`src/rtl/riscv_pkg.sv`:
```
// Shared definitions for the single-cycle RISC-V core: memory access size
// codes (funct3, as emitted by the decoder on mem_size_o) and LSU states.
package riscv_pkg;

   localparam logic [2:0] LDST_B  = 3'd0;
   localparam logic [2:0] LDST_H  = 3'd1;
   localparam logic [2:0] LDST_W  = 3'd2;
   localparam logic [2:0] LDST_BU = 3'd4;
   localparam logic [2:0] LDST_HU = 3'd5;

   typedef enum logic [1:0] {
      IDLE = 2'd0,
      BUSY = 2'd1,
      DONE = 2'd2
   } lsu_state_t;

endpackage

```
`src/rtl/lsu_load_align.sv`:
```
// Picks the addressed byte/halfword out of a bus read word and extends it
// to 32 bits according to the load size.
module lsu_load_align
   import riscv_pkg::*;
(
   input  logic [31:0] mem_rd_i,
   input  logic [1:0]  addr_i,
   input  logic [2:0]  size_i,
   output logic [31:0] data_o
);

   logic [7:0]  byte_sel;
   logic [15:0] half_sel;

   // lane select followed by sign/zero extension
   always_comb begin
      byte_sel = mem_rd_i[7:0];
      case (addr_i)
         2'd1:    byte_sel = mem_rd_i[15:8];
         2'd2:    byte_sel = mem_rd_i[23:16];
         2'd3:    byte_sel = mem_rd_i[31:24];
         default: byte_sel = mem_rd_i[7:0];
      endcase
      half_sel = addr_i[1] ? mem_rd_i[31:16] : mem_rd_i[15:0];

      case (size_i)
         LDST_B:  data_o = {{24{byte_sel[7]}}, byte_sel};
         LDST_BU: data_o = {24'd0, byte_sel};
         LDST_H:  data_o = {{16{half_sel[15]}}, half_sel};
         LDST_HU: data_o = {16'd0, half_sel};
         default: data_o = mem_rd_i;
      endcase
   end

endmodule

```
`src/rtl/lsu_riscv.sv`:
```
// Load/store unit: converts a core memory request into a word-aligned bus
// transaction, stalls the core until ack, and returns extended load data.
//
// state | meaning
// IDLE  | waiting for a legal core request (stall is combinational here)
// BUSY  | bus request held, waiting for mem_ack_i
// DONE  | access finished, stall released so the core retires the instr
module lsu_riscv
   import riscv_pkg::*;
(
   input  logic        clk_i,
   input  logic        rst_i,
   input  logic        core_req_i,
   input  logic        core_we_i,
   input  logic [2:0]  core_size_i,
   input  logic [31:0] core_addr_i,
   input  logic [31:0] core_wd_i,
   output logic        core_stall_req_o,
   output logic [31:0] core_rd_o,
   output logic        core_misalign_o,
   output logic        mem_req_o,
   output logic        mem_we_o,
   output logic [3:0]  mem_be_o,
   output logic [31:0] mem_addr_o,
   output logic [31:0] mem_wd_o,
   input  logic [31:0] mem_rd_i,
   input  logic        mem_ack_i
);

   lsu_state_t  state_q, state_d;
   logic        mem_req_q, mem_req_d;
   logic        mem_we_q, mem_we_d;
   logic [3:0]  mem_be_q, mem_be_d;
   logic [31:0] mem_addr_q, mem_addr_d;
   logic [31:0] mem_wd_q, mem_wd_d;
   logic [2:0]  size_q, size_d;
   logic [1:0]  off_q, off_d;
   logic [31:0] core_rd_q, core_rd_d;

   logic        legal;
   logic [3:0]  be_new;
   logic [31:0] wd_new;
   logic [31:0] load_data;

   lsu_load_align u_load_align (
      .mem_rd_i (mem_rd_i),
      .addr_i   (off_q),
      .size_i   (size_q),
      .data_o   (load_data)
   );

   // legality, byte enables and lane replication for the incoming request
   always_comb begin
      legal  = 1'b0;
      be_new = 4'b0000;
      wd_new = core_wd_i;
      case (core_size_i)
         LDST_B, LDST_BU: begin
            legal  = 1'b1;
            be_new = 4'b0001 << core_addr_i[1:0];
            wd_new = {4{core_wd_i[7:0]}};
         end
         LDST_H, LDST_HU: begin
            legal  = ~core_addr_i[0];
            be_new = 4'b0011 << {core_addr_i[1], 1'b0};
            wd_new = {2{core_wd_i[15:0]}};
         end
         LDST_W: begin
            legal  = (core_addr_i[1:0] == 2'b00);
            be_new = 4'b1111;
         end
         default: begin
            legal  = 1'b0;
            be_new = 4'b0000;
         end
      endcase
   end

   // next-state, request capture and stall/misalign outputs
   always_comb begin
      state_d          = state_q;
      mem_req_d        = mem_req_q;
      mem_we_d         = mem_we_q;
      mem_be_d         = mem_be_q;
      mem_addr_d       = mem_addr_q;
      mem_wd_d         = mem_wd_q;
      size_d           = size_q;
      off_d            = off_q;
      core_rd_d        = core_rd_q;
      core_stall_req_o = 1'b0;
      core_misalign_o  = 1'b0;
      case (state_q)
         IDLE: begin
            if (core_req_i) begin
               if (legal) begin
                  core_stall_req_o = 1'b1;
                  state_d          = BUSY;
                  mem_req_d        = 1'b1;
                  mem_we_d         = core_we_i;
                  mem_be_d         = be_new;
                  mem_addr_d       = {core_addr_i[31:2], 2'b00};
                  mem_wd_d         = wd_new;
                  size_d           = core_size_i;
                  off_d            = core_addr_i[1:0];
               end else begin
                  core_misalign_o = 1'b1;
               end
            end
         end
         BUSY: begin
            core_stall_req_o = 1'b1;
            if (mem_ack_i) begin
               state_d    = DONE;
               mem_req_d  = 1'b0;
               mem_we_d   = 1'b0;
               mem_be_d   = 4'b0000;
               mem_addr_d = 32'd0;
               mem_wd_d   = 32'd0;
               if (!mem_we_q) core_rd_d = load_data;
            end
         end
         DONE:    state_d = IDLE;
         default: state_d = IDLE;
      endcase
   end

   // state and request registers; reset abandons any in-flight access
   always_ff @(posedge clk_i or posedge rst_i) begin
      if (rst_i) begin
         state_q    <= IDLE;
         mem_req_q  <= 1'b0;
         mem_we_q   <= 1'b0;
         mem_be_q   <= 4'b0000;
         mem_addr_q <= 32'd0;
         mem_wd_q   <= 32'd0;
         size_q     <= 3'd0;
         off_q      <= 2'd0;
         core_rd_q  <= 32'd0;
      end else begin
         state_q    <= state_d;
         mem_req_q  <= mem_req_d;
         mem_we_q   <= mem_we_d;
         mem_be_q   <= mem_be_d;
         mem_addr_q <= mem_addr_d;
         mem_wd_q   <= mem_wd_d;
         size_q     <= size_d;
         off_q      <= off_d;
         core_rd_q  <= core_rd_d;
      end
   end

   assign mem_req_o  = mem_req_q;
   assign mem_we_o   = mem_we_q;
   assign mem_be_o   = mem_be_q;
   assign mem_addr_o = mem_addr_q;
   assign mem_wd_o   = mem_wd_q;
   assign core_rd_o  = core_rd_q;

endmodule

```
`config.mk`:
```
export PLATFORM = sky130hd
export DESIGN_NAME = lsu_riscv
export DESIGN_NICKNAME = d
export VERILOG_FILES = /design/src/rtl/riscv_pkg.sv /design/src/rtl/lsu_load_align.sv /design/src/rtl/lsu_riscv.sv
export SDC_FILE = /design/constraint.sdc
export NUM_CORES = 1
export LEC_CHECK = 0
export BUFFER_PORTS_ARGS = -buffer_cell sky130_fd_sc_hd__buf_2
export CAP_MARGIN = 25
export CORE_AREA = 5 5 106 108
export CTS_CLUSTER_DIAMETER = 200
export CTS_CLUSTER_SIZE = 40
export DETAILED_ROUTE_END_ITERATION = 7
export DIE_AREA = 0 0 111 113
export PLACE_DENSITY = 0.85
export SYNTH_ARGS = -nofsm -noshare
export SYNTH_HDL_FRONTEND = slang
export SYNTH_SLANG_ARGS = --single-unit
```
`constraint.sdc`:
```
create_clock -name clk_i -period 7.1 [get_ports clk_i]
set_input_delay 1.065 -clock clk_i [delete_from_list [all_inputs] [get_ports clk_i]]
set_output_delay 1.065 -clock clk_i [all_outputs]
set_load 0.1 [all_outputs]
```
### Word level (Yosys, flattened, before mapping)

Cells that the tools add are included.
W data, S select, Z words.

| operators by class | value |
|---|---|
| bitwise gates (word level) | 2 |
| reduce and logical (&&, ||, !) cells | 11 |
| eq/ne operators | 14 |
| multiplexer cells | 34 |
| shift-type cells | 2 |

Operators by type and width:

| kind | number |
|---|---|
| $pmux W32 S2 | 3 |
| $mux W32 | 5 |
| $pmux W32 S4 | 1 |
| $pmux W8 S3 | 1 |
| $mux W16 | 1 |
| $eq A3 B3 Y1 const B | 4 |
| $mux W4 | 3 |
| $pmux W4 S3 | 1 |
| $mux W1 | 10 |
| $reduce_and A3 Y1 | 3 |
| $pmux W4 S2 | 1 |
| $eq A3 B1 Y1 const B | 2 |
| $logic_not A3 Y1 | 2 |
| $mux W2 | 3 |
| $ne A2 B2 Y1 const B | 3 |
| $pmux W1 S2 | 3 |
| $eq A2 B1 Y1 const B | 2 |
| $eq A2 B2 Y1 const B | 2 |
| $logic_not A2 Y1 | 2 |
| $pmux W2 S2 | 1 |
| $reduce_and A4 Y1 | 1 |
| $reduce_or A2 Y1 | 2 |
| $shl A1 B2 Y4 const A | 1 |
| $shl A2 B2 Y4 const A | 1 |
| other kinds (4) | 5 |

| storage, ports and cells | value |
|---|---|
| flip-flop bits (word level) | 109 |
| logic and storage cells | 72 |
| output and inout port bits | 104 |

### Longest topological paths before layout

Gate-level depths: netlist of run 1.

| depth | value |
|---|---|
| depth in word-level cells | 6 |
| depth in mapped cells | 8 |

### Modules after synthesis

From an unflattened synthesis of run 1, not the netlist that was laid out.

| second synthesis, totals | value |
|---|---|
| cells, all modules | 520 |
| area total of the unflattened synthesis | 5517.8 um2 |

By module, submodules not included:

| module | cells each | seq. area each (um2) | times used | area each (um2) |
|---|---|---|---|---|
| lsu_riscv | 409 | 2677.6 | 1 | 4849.7 |
| lsu_load_align | 111 | 0.0 | 1 | 668.1 |

### Worst setup path after synthesis of run 1

Ideal clock, no wire load.

| timing path | value |
|---|---|
| path kind | in2out |
| start point | in core_size_i[0] |
| end point | out core_stall_req_o |
| path slack | 3.120 ns |
| required time | 6.035 ns |
| arrival time | 2.915 ns |
| path buffers | 1 |
| stages | 5 |
| path through | buf_6 nor4_2 or2_2 a21oi_1 nor2_1 |

| between the ends | value |
|---|---|
| longest elaborated chain between the ends | 6 |

RTL lines:

| element | RTL line | text |
|---|---|---|
| from (decl) | lsu_riscv.sv:15 | `input logic [2:0] core_size_i,` |
| $eq A3 B1 Y1, or another cell as far along | lsu_riscv.sv:57 | `case (core_size_i)` |
| $reduce_or A2 Y1 | lsu_riscv.sv:57 |  |
| $pmux W1 S3 (*) | lsu_riscv.sv:57 |  |
| $mux W1 (*) | lsu_riscv.sv:95 | `if (legal) begin` |
| $mux W1 (*) | lsu_riscv.sv:94 | `if (core_req_i) begin` |
| $pmux W1 S2 (*) | lsu_riscv.sv:92 | `case (state_q)` |
| to (decl) | lsu_riscv.sv:18 | `output logic core_stall_req_o,` |

Every way passes the cells marked *; elsewhere a longest branch is shown, timed or not.

### Worst setup path in the final report of run 1

| timing path | value |
|---|---|
| start point | in core_size_i[1] |
| end point | out core_misalign_o |

| between the ends | value |
|---|---|
| longest elaborated chain between the ends | 6 |

RTL lines:

| element | RTL line | text |
|---|---|---|
| $eq A3 B1 Y1, or another cell as far along | lsu_riscv.sv:57 |  |
| $reduce_or A2 Y1 | lsu_riscv.sv:57 |  |
| $pmux W1 S3 (*) | lsu_riscv.sv:57 |  |
| $mux W1 (*) | lsu_riscv.sv:95 |  |
| $mux W1 (*) | lsu_riscv.sv:94 |  |
| $mux W1 (*) | lsu_riscv.sv:92 |  |
| to (decl) | lsu_riscv.sv:20 | `output logic core_misalign_o,` |

Marked as above.

==> flow_summary.yaml, run 1 <==
run_status:
  run_status: "finished, final reports clean"
cts:
  cts_root_buf: "sky130_fd_sc_hd__clkbuf_8"
  clock_sink_count: 107
  cts_tree: "yes"
  max-clock-path-buffers: 2
  cts-htree-levels: 3
  ctsResizeCount: 0
  cts_buffers: 9
  cts-hold-fix-buffers: 0
  clk-insertion-delay-late_ps: 360
  post_cts_buffers: 0
  clkSlewWorstSetupHoldPaths_ps: 100
global_route:
  initial_antenna_violation_count: 1
  grt_start_max_net_pins: 64
  first_global_vias: 5080
  grt_first_pass_wirelength_um: 24600
  track_usage_pct: 23.7
  overflow: 0
worst_setup_path:
  cpPeakStageDelay_ps: 520
  timing.critical_path.slowest_stage_cell: "sky130_fd_sc_hd__buf_2"
  worstPathArrival_ps: 2640
  cp_cell_sequence: "buf_2 -> a21oi_1 -> or2_2 -> nor2_1 -> buf_2"
  critPathBufInv: 2
  worstPathMaxFanout: 31
  worstSetupPathType: "in -> out"
  cp-start-kind: "primary input"
  cell_repeated_most_along_the_worst_path: "sky130_fd_sc_hd__buf_2"
  crit_family: "buffers and inverters"
  worst-endpoint-required_ps: 6030
  critPathCaptureType: "output pin"
floorplanning:
  fp.coreArea_um2: 10100
  floorplan.initialDensity_pct: 52.2
  die_w_um: 111
  die_height_um: 113
  die_area_um2: 12500
  top_level_ports: 208
  placementRows: 37
sta:
  rsz0062_at_grt: "no"
  post-route-min-period_ps: 3700
  tightest_slew_ps: 1060
  setup-violations-final: 0
  final_cycle_share_pct: 52.2
  setup_skew_after_layout_ps: 8.11
  worst_slack_ps: 3400
  report.final.slew_viol_count: 0
  clock.fmax_mhz: 270
  finalHoldViolCount: 0
  slew-limit-headroom_pct: 29.2
  fin_tns_setup_ps: 0
placement:
  place.port_buffers: 205
  dp.cells: 864
  placement.cell_area_um2: 6220
  place_hpwl_um: 10900
  place_ws_ps: 3450
  gpl.final_weighted_congestion: 0.871
synthesis:
  post-synth-top-area-fraction_pct: 50.6
  ys_top_cells_by_area: "sky130_fd_sc_hd__dfrtp_1, sky130_fd_sc_hd__nand2_1, sky130_fd_sc_hd__nand3_1"
  postSynthAreaPerCell_um2: 9.39
  synth_enable_flop_cells: 0
  yosysUniqueCellTypes: 41
  yosys.area.top_type: "sky130_fd_sc_hd__dfrtp_1"
  ys.warnings.count: 0
  synth_area_um2: 5300
  ys_async_sr_fraction_pct: 100
  post_synth_most_frequent_cells: "sky130_fd_sc_hd__nand2_1, sky130_fd_sc_hd__dfrtp_1, sky130_fd_sc_hd__nand3_1"
  synthMostInstantiatedCell: "sky130_fd_sc_hd__nand2_1"
  seq_area_frac_synth_pct: 50.6
  most_instantiated_flip_flop_cell_in_the_synthesis_netlist: "sky130_fd_sc_hd__dfrtp_1"
  syn_inst: 564
  synth.ff_latch_count: 107
detailed_routing:
  wl_met3_um: 1460
  met2WireLength_um: 7360
  drt-vias-per-instance: 5.67
  post_drt_wl_per_cell_um: 17.2
  drt-pass1-iter-count: 5
  route.antenna.remaining_nets: 0
  postRouteWirelength_um: 15200
  drt-met1-wl_um: 6110
  route.vias.total: 4999
  detail_route.iter0.violations: 384
  route.top_layer_used: "met5"
  drcViolationCount: 0
run:
  max_cap_violations: 0
finish:
  stdcell_area_um2: 6470
  drive_gt1_share_pct: 33.4
  areaGrowthSynthToFinish_pct: 22.1
  final_cells: 881
  num_antenna_cells: 0
  nets_finish: 844
min_path:
  timing.hold.worst.class: "reg -> reg"
power_and_ir_drop:
  power.static_leakage_nw: 3.43
  power_density_nw_per_um2: 524
  worst_ir_drop_on_vdd_mv: 0.347
## registers in the layout, indices dropped and copies added, names as in the netlist
register    flops
state_q         2
mem_we_o        1
off_q           2
mem_addr_o     30
core_rd_o      32
mem_req_o       1
mem_wd_o       32
mem_be_o        4
size_q          3
## layout make-up
type                       instances  area [um2]
clock buffer                      11         151
clock inverter                     5        85.1
fill                             817        3670
inverter                           6        25.0
multi-input combinational        406        2290
sequential                       107        2680
tap                              136         170
timing repair buffer             210        1070
## placed cells by master, fill, tap and decap left out, types with 2 or more instances in the layout
cell	count
sky130_fd_sc_hd__o21ai_1	21
sky130_fd_sc_hd__nor2b_1	2
sky130_fd_sc_hd__nand2b_1	5
sky130_fd_sc_hd__a211oi_1	7
sky130_fd_sc_hd__conb_1	2
sky130_fd_sc_hd__a22oi_1	3
sky130_fd_sc_hd__o22a_1	3
sky130_fd_sc_hd__o22ai_1	2
sky130_fd_sc_hd__clkbuf_8	11
sky130_fd_sc_hd__nand2_1	130
sky130_fd_sc_hd__nand3b_1	2
sky130_fd_sc_hd__a221oi_1	2
sky130_fd_sc_hd__dfrtp_1	107
sky130_fd_sc_hd__clkinv_4	2
sky130_fd_sc_hd__or2_2	3
sky130_fd_sc_hd__nand3_1	96
sky130_fd_sc_hd__mux2_2	12
sky130_fd_sc_hd__bufinv_16	2
sky130_fd_sc_hd__a22o_1	4
sky130_fd_sc_hd__nor2_1	14
sky130_fd_sc_hd__o211ai_1	3
sky130_fd_sc_hd__buf_2	205
sky130_fd_sc_hd__inv_1	5
sky130_fd_sc_hd__o2bb2ai_1	2
sky130_fd_sc_hd__o21ai_0	26
sky130_fd_sc_hd__a31oi_1	4
sky130_fd_sc_hd__nor3b_1	7
sky130_fd_sc_hd__mux2i_1	31
sky130_fd_sc_hd__buf_4	4
sky130_fd_sc_hd__a21oi_1	13
## routing by layer
| metal | vias to the layer above | global-route usage (%) |
|---|---|---|
| met2 | 273 | 39.2 |
| met5 | - | 0 |
| li1 | 2303 | - |
| met1 | 2396 | 29.7 |
| met3 | 25 | 7.65 |
| met4 | 2 | 8.05 |
## stage by stage
step                hold slack (ps)  util [%]  power (mW)
CTS                             497      63.6        3.40
detailed placement              473      61.3        2.97
global placement                461      61.3        2.94
finish                          490      63.8        3.39
floorplan                       529         -        2.64
global route                    516      63.8        3.53
## path summary, 6_finish.rpt
kind	startpoint	endpoint	slack, ps	cells past startpoint
setup / recovery	core_size_i[1]	core_misalign_o	3400	5
hold / removal	core_rd_o[10]$_DFFE_PP0P_	core_rd_o[10]$_DFFE_PP0P_	490	2
setup reg to reg	state_q[1]$_DFFE_PP0P_	mem_wd_o[28]$_DFFE_PP0P_	4750	5
hold reg to reg	core_rd_o[10]$_DFFE_PP0P_	core_rd_o[10]$_DFFE_PP0P_	490	2
max in group asynchronous	rst_i	core_rd_o[8]$_DFFE_PP0P_	5140	3
min in group asynchronous	rst_i	mem_addr_o[6]$_DFFE_PP0P_	750	2
## power breakdown
group / switching, mW / internal (mW) / total (mW)
Clock: 0.211 / 0.219 / 0.430
Sequential: 0.149 / 0.798 / 0.947
Combinational: 1.70 / 0.311 / 2.01
## worst register-to-register path: stages (launching register included)
cell	delay, ps
sky130_fd_sc_hd__dfrtp_1	460
sky130_fd_sc_hd__nor3b_1	600
sky130_fd_sc_hd__o21a_1	220
sky130_fd_sc_hd__buf_4	410
sky130_fd_sc_hd__nor2_1	260
sky130_fd_sc_hd__a22o_1	290
## kinds of logic (layout without fill, tap and decap cells)
group | Yosys count | in the layout | share of synthesized area [%]
buffers and inverters | 52 | 232 | 6.54
DFF | 107 | 107 | 50.6
muxes | 43 | 43 | 8.41
and+or+nand+nor | 264 | 264 | 22.8
other | 1 | 2 | 0.0708
AOI/OAI and AO/OA | 97 | 97 | 11.6
Power figures use the tool's default switching activity.
==> inputs of run 2 (changes only) <==
--- a/config.mk
+++ b/config.mk
@@ -7,12 +7,12 @@
 export LEC_CHECK = 0
 export BUFFER_PORTS_ARGS = -buffer_cell sky130_fd_sc_hd__buf_2
 export CAP_MARGIN = 25
-export CORE_AREA = 5 5 106 108
+export CORE_AREA = 5 5 110 112
 export CTS_CLUSTER_DIAMETER = 200
 export CTS_CLUSTER_SIZE = 40
 export DETAILED_ROUTE_END_ITERATION = 7
-export DIE_AREA = 0 0 111 113
-export PLACE_DENSITY = 0.85
+export DIE_AREA = 0 0 115 117
+export PLACE_DENSITY = 0.8
 export SYNTH_ARGS = -nofsm -noshare
 export SYNTH_HDL_FRONTEND = slang
 export SYNTH_SLANG_ARGS = --single-unit
==> constraint.sdc (replaced) <==
create_clock -name clk_i -period 3.64 [get_ports clk_i]
set_input_delay 0.546 -clock clk_i [delete_from_list [all_inputs] [get_ports clk_i]]
set_output_delay 0.546 -clock clk_i [all_outputs]
set_load 0.1 [all_outputs]
==> run 2 against run 1 <==
Sequential cell count is the same. Cell count up 0.91%. Clock-buffer cell count is the same. Clock skew grew 0.65 ps. Register-to-register slack worse by 3500 ps. Hold slack worse by 180 ps. Design area rose by 2.1%. Clock power grew to 2.6 times the previous value. Via count hardly changed. Critical path depth is the same. Critical path type unchanged.
==> flow_summary.yaml, run 2 (same netlist as run 1, synthesis figures left out) <==
run_status:
  run_status: "finished, final reports clean"
global_route:
  grt_first_pass_wirelength_um: 25000
  grt_start_max_net_pins: 108
  track_usage_pct: 23.2
  initial_antenna_violation_count: 1
  overflow: 0
  first_global_vias: 5009
power_and_ir_drop:
  power.share.sequential_pct: 27.0
  p_sw_share_pct: 59.2
  report.power.total_mw: 6.90
  power_density_nw_per_um2: 1040
  worst_ir_drop_on_vdd_mv: 0.800
  power.combinational.fraction_pct: 57.0
  p_sw_mw: 4.08
  intPower_mw: 2.81
  pwr-share-clk_pct: 16.0
  power.static_leakage_nw: 3.48
sta:
  rsz0062_at_grt: "no"
  worst_slack_ps: 987
  slew-limit-headroom_pct: 30.7
  clock.fmax_mhz: 377
  setup-violations-final: 0
  finalHoldViolCount: 0
  fin_tns_setup_ps: 0
  post-route-min-period_ps: 2650
  report.final.slew_viol_count: 0
  setup_skew_after_layout_ps: 8.76
  tightest_slew_ps: 1040
  final_cycle_share_pct: 72.9
worst_setup_path:
  cp_num_cells: 5
  worstPathArrival_ps: 2110
  cell_repeated_most_along_the_worst_path: "sky130_fd_sc_hd__buf_2"
  critPathBufInv: 2
  timing.critical_path.slowest_stage_cell: "sky130_fd_sc_hd__buf_2"
  crit-reg2reg-launch: "state_q[1]$_DFFE_PP0P_"
  worst-endpoint-required_ps: 3090
  r2r_slack_ps: 1300
  worstReg2RegEnd: "core_rd_o[30]$_DFFE_PP0P_"
  worst_r2r_path_depth: 6
  cp_cell_sequence: "buf_2 -> a21oi_1 -> or2_2 -> nor2_1 -> buf_2"
  critPathCaptureType: "output pin"
  worstSetupPathType: "in -> out"
  startpoint: "core_size_i[1]"
  cpPeakStageDelay_ps: 500
  cp-endpoint: "core_misalign_o"
  crit_family: "buffers and inverters"
  cp-start-kind: "primary input"
  worstPathMaxFanout: 31
finish:
  layout_common_cells: "sky130_fd_sc_hd__buf_2, sky130_fd_sc_hd__nand2_1, sky130_fd_sc_hd__dfrtp_1"
  areaGrowthSynthToFinish_pct: 24.6
  final_cells: 889
  nets_finish: 845
  mostFrequentLayoutCell: "sky130_fd_sc_hd__buf_2"
  finalCoreUtilization_pct: 59.3
  drive_gt1_share_pct: 33.5
  num_antenna_cells: 0
cts:
  cts-htree-levels: 3
  post_cts_buffers: 0
  max-clock-path-buffers: 2
  cts-hold-fix-buffers: 0
  cts_root_buf: "sky130_fd_sc_hd__clkbuf_16"
  clkSlewWorstSetupHoldPaths_ps: 70
  clk-insertion-delay-late_ps: 350
  cts_buffers: 9
  clock_sink_count: 107
  ctsResizeCount: 0
  cts_tree: "yes"
detailed_routing:
  route.antenna.remaining_nets: 0
  drt-vias-per-instance: 5.63
  detail_route.iter0.violations: 586
  post_drt_wl_per_cell_um: 17.6
  route.vias.total: 5002
  drt-pass1-iter-count: 5
  drcViolationCount: 0
  postRouteWirelength_um: 15700
floorplanning:
  floorplan.initialDensity_pct: 47.6
  fp.coreArea_um2: 11100
  top_level_ports: 208
  placementRows: 39
  die_w_um: 115
  die_height_um: 117
  die_area_um2: 13500
run:
  max_cap_violations: 0
placement:
  dp.cells: 873
  gpl.final_weighted_congestion: 0.817
  place_ws_ps: 1010
  place_hpwl_um: 11100
  place.port_buffers: 205
min_path:
  timing.hold.worst.class: "in -> async"
## run 2: worst min path at each step
stage | startpoint | to | slack [ps] | cells after the start
finish | rst_i | core_rd_o[6]$_DFFE_PP0P_ | 310 | 3
global route | core_addr_i[13] | mem_addr_o[13]$_DFFE_PP0P_ | 380 | 3
CTS | rst_i | mem_addr_o[5]$_DFFE_PP0P_ | 360 | 3
detailed placement | mem_req_o$_DFFE_PP0P_ | mem_req_o$_DFFE_PP0P_ | 480 | 2
global placement | core_rd_o[27]$_DFFE_PP0P_ | core_rd_o[27]$_DFFE_PP0P_ | 470 | 2
floorplan | size_q[2]$_DFFE_PP0P_ | size_q[2]$_DFFE_PP0P_ | 530 | 2
## run 2: worst min-delay path, delay by kind of cell
kind,cells,cell delay (ps)
buffers and inverters,3,570
## run 2: layer usage
| metal | GRT usage (%) | share of wire [%] |
|---|---|---|
| met4 | 8.37 | 2.0 |
| met3 | 6.74 | 10 |
| met1 | 29.4 | 39 |
| met5 | 0 | 0.083 |
| met2 | 38.2 | 48 |
## run 2: power groups by stage
stage	Sequential [mW]	Combinational, mW	Clock [mW]
2_1_floorplan	4.39	0.759	0
3_3_place_gp	1.85	3.90	0
3_5_place_dp	1.87	3.95	0
4_1_cts	1.86	3.94	1.12
5_1_grt	1.91	4.08	1.17
6_report	1.86	3.93	1.10
## run 2: cell type report
type / instances / area, um2
Clock buffer: 11 / 253
Clock inverter: 5 / 83.8
Fill cell: 950 / 4520
Inverter: 6 / 25.0
Multi-Input combinational cell: 406 / 2290
Sequential cell: 107 / 2680
Tap cell: 143 / 179
Timing Repair Buffer: 211 / 1100
## run 2: per-stage QoR
step           instance area [um2]  hold WS (ps)
3_3_place_gp                  6260           470
3_5_place_dp                  6260           476
2_1_floorplan                 5300           529
4_1_cts                       6600           364
5_1_grt                       6600           381
6_report                      6600           311
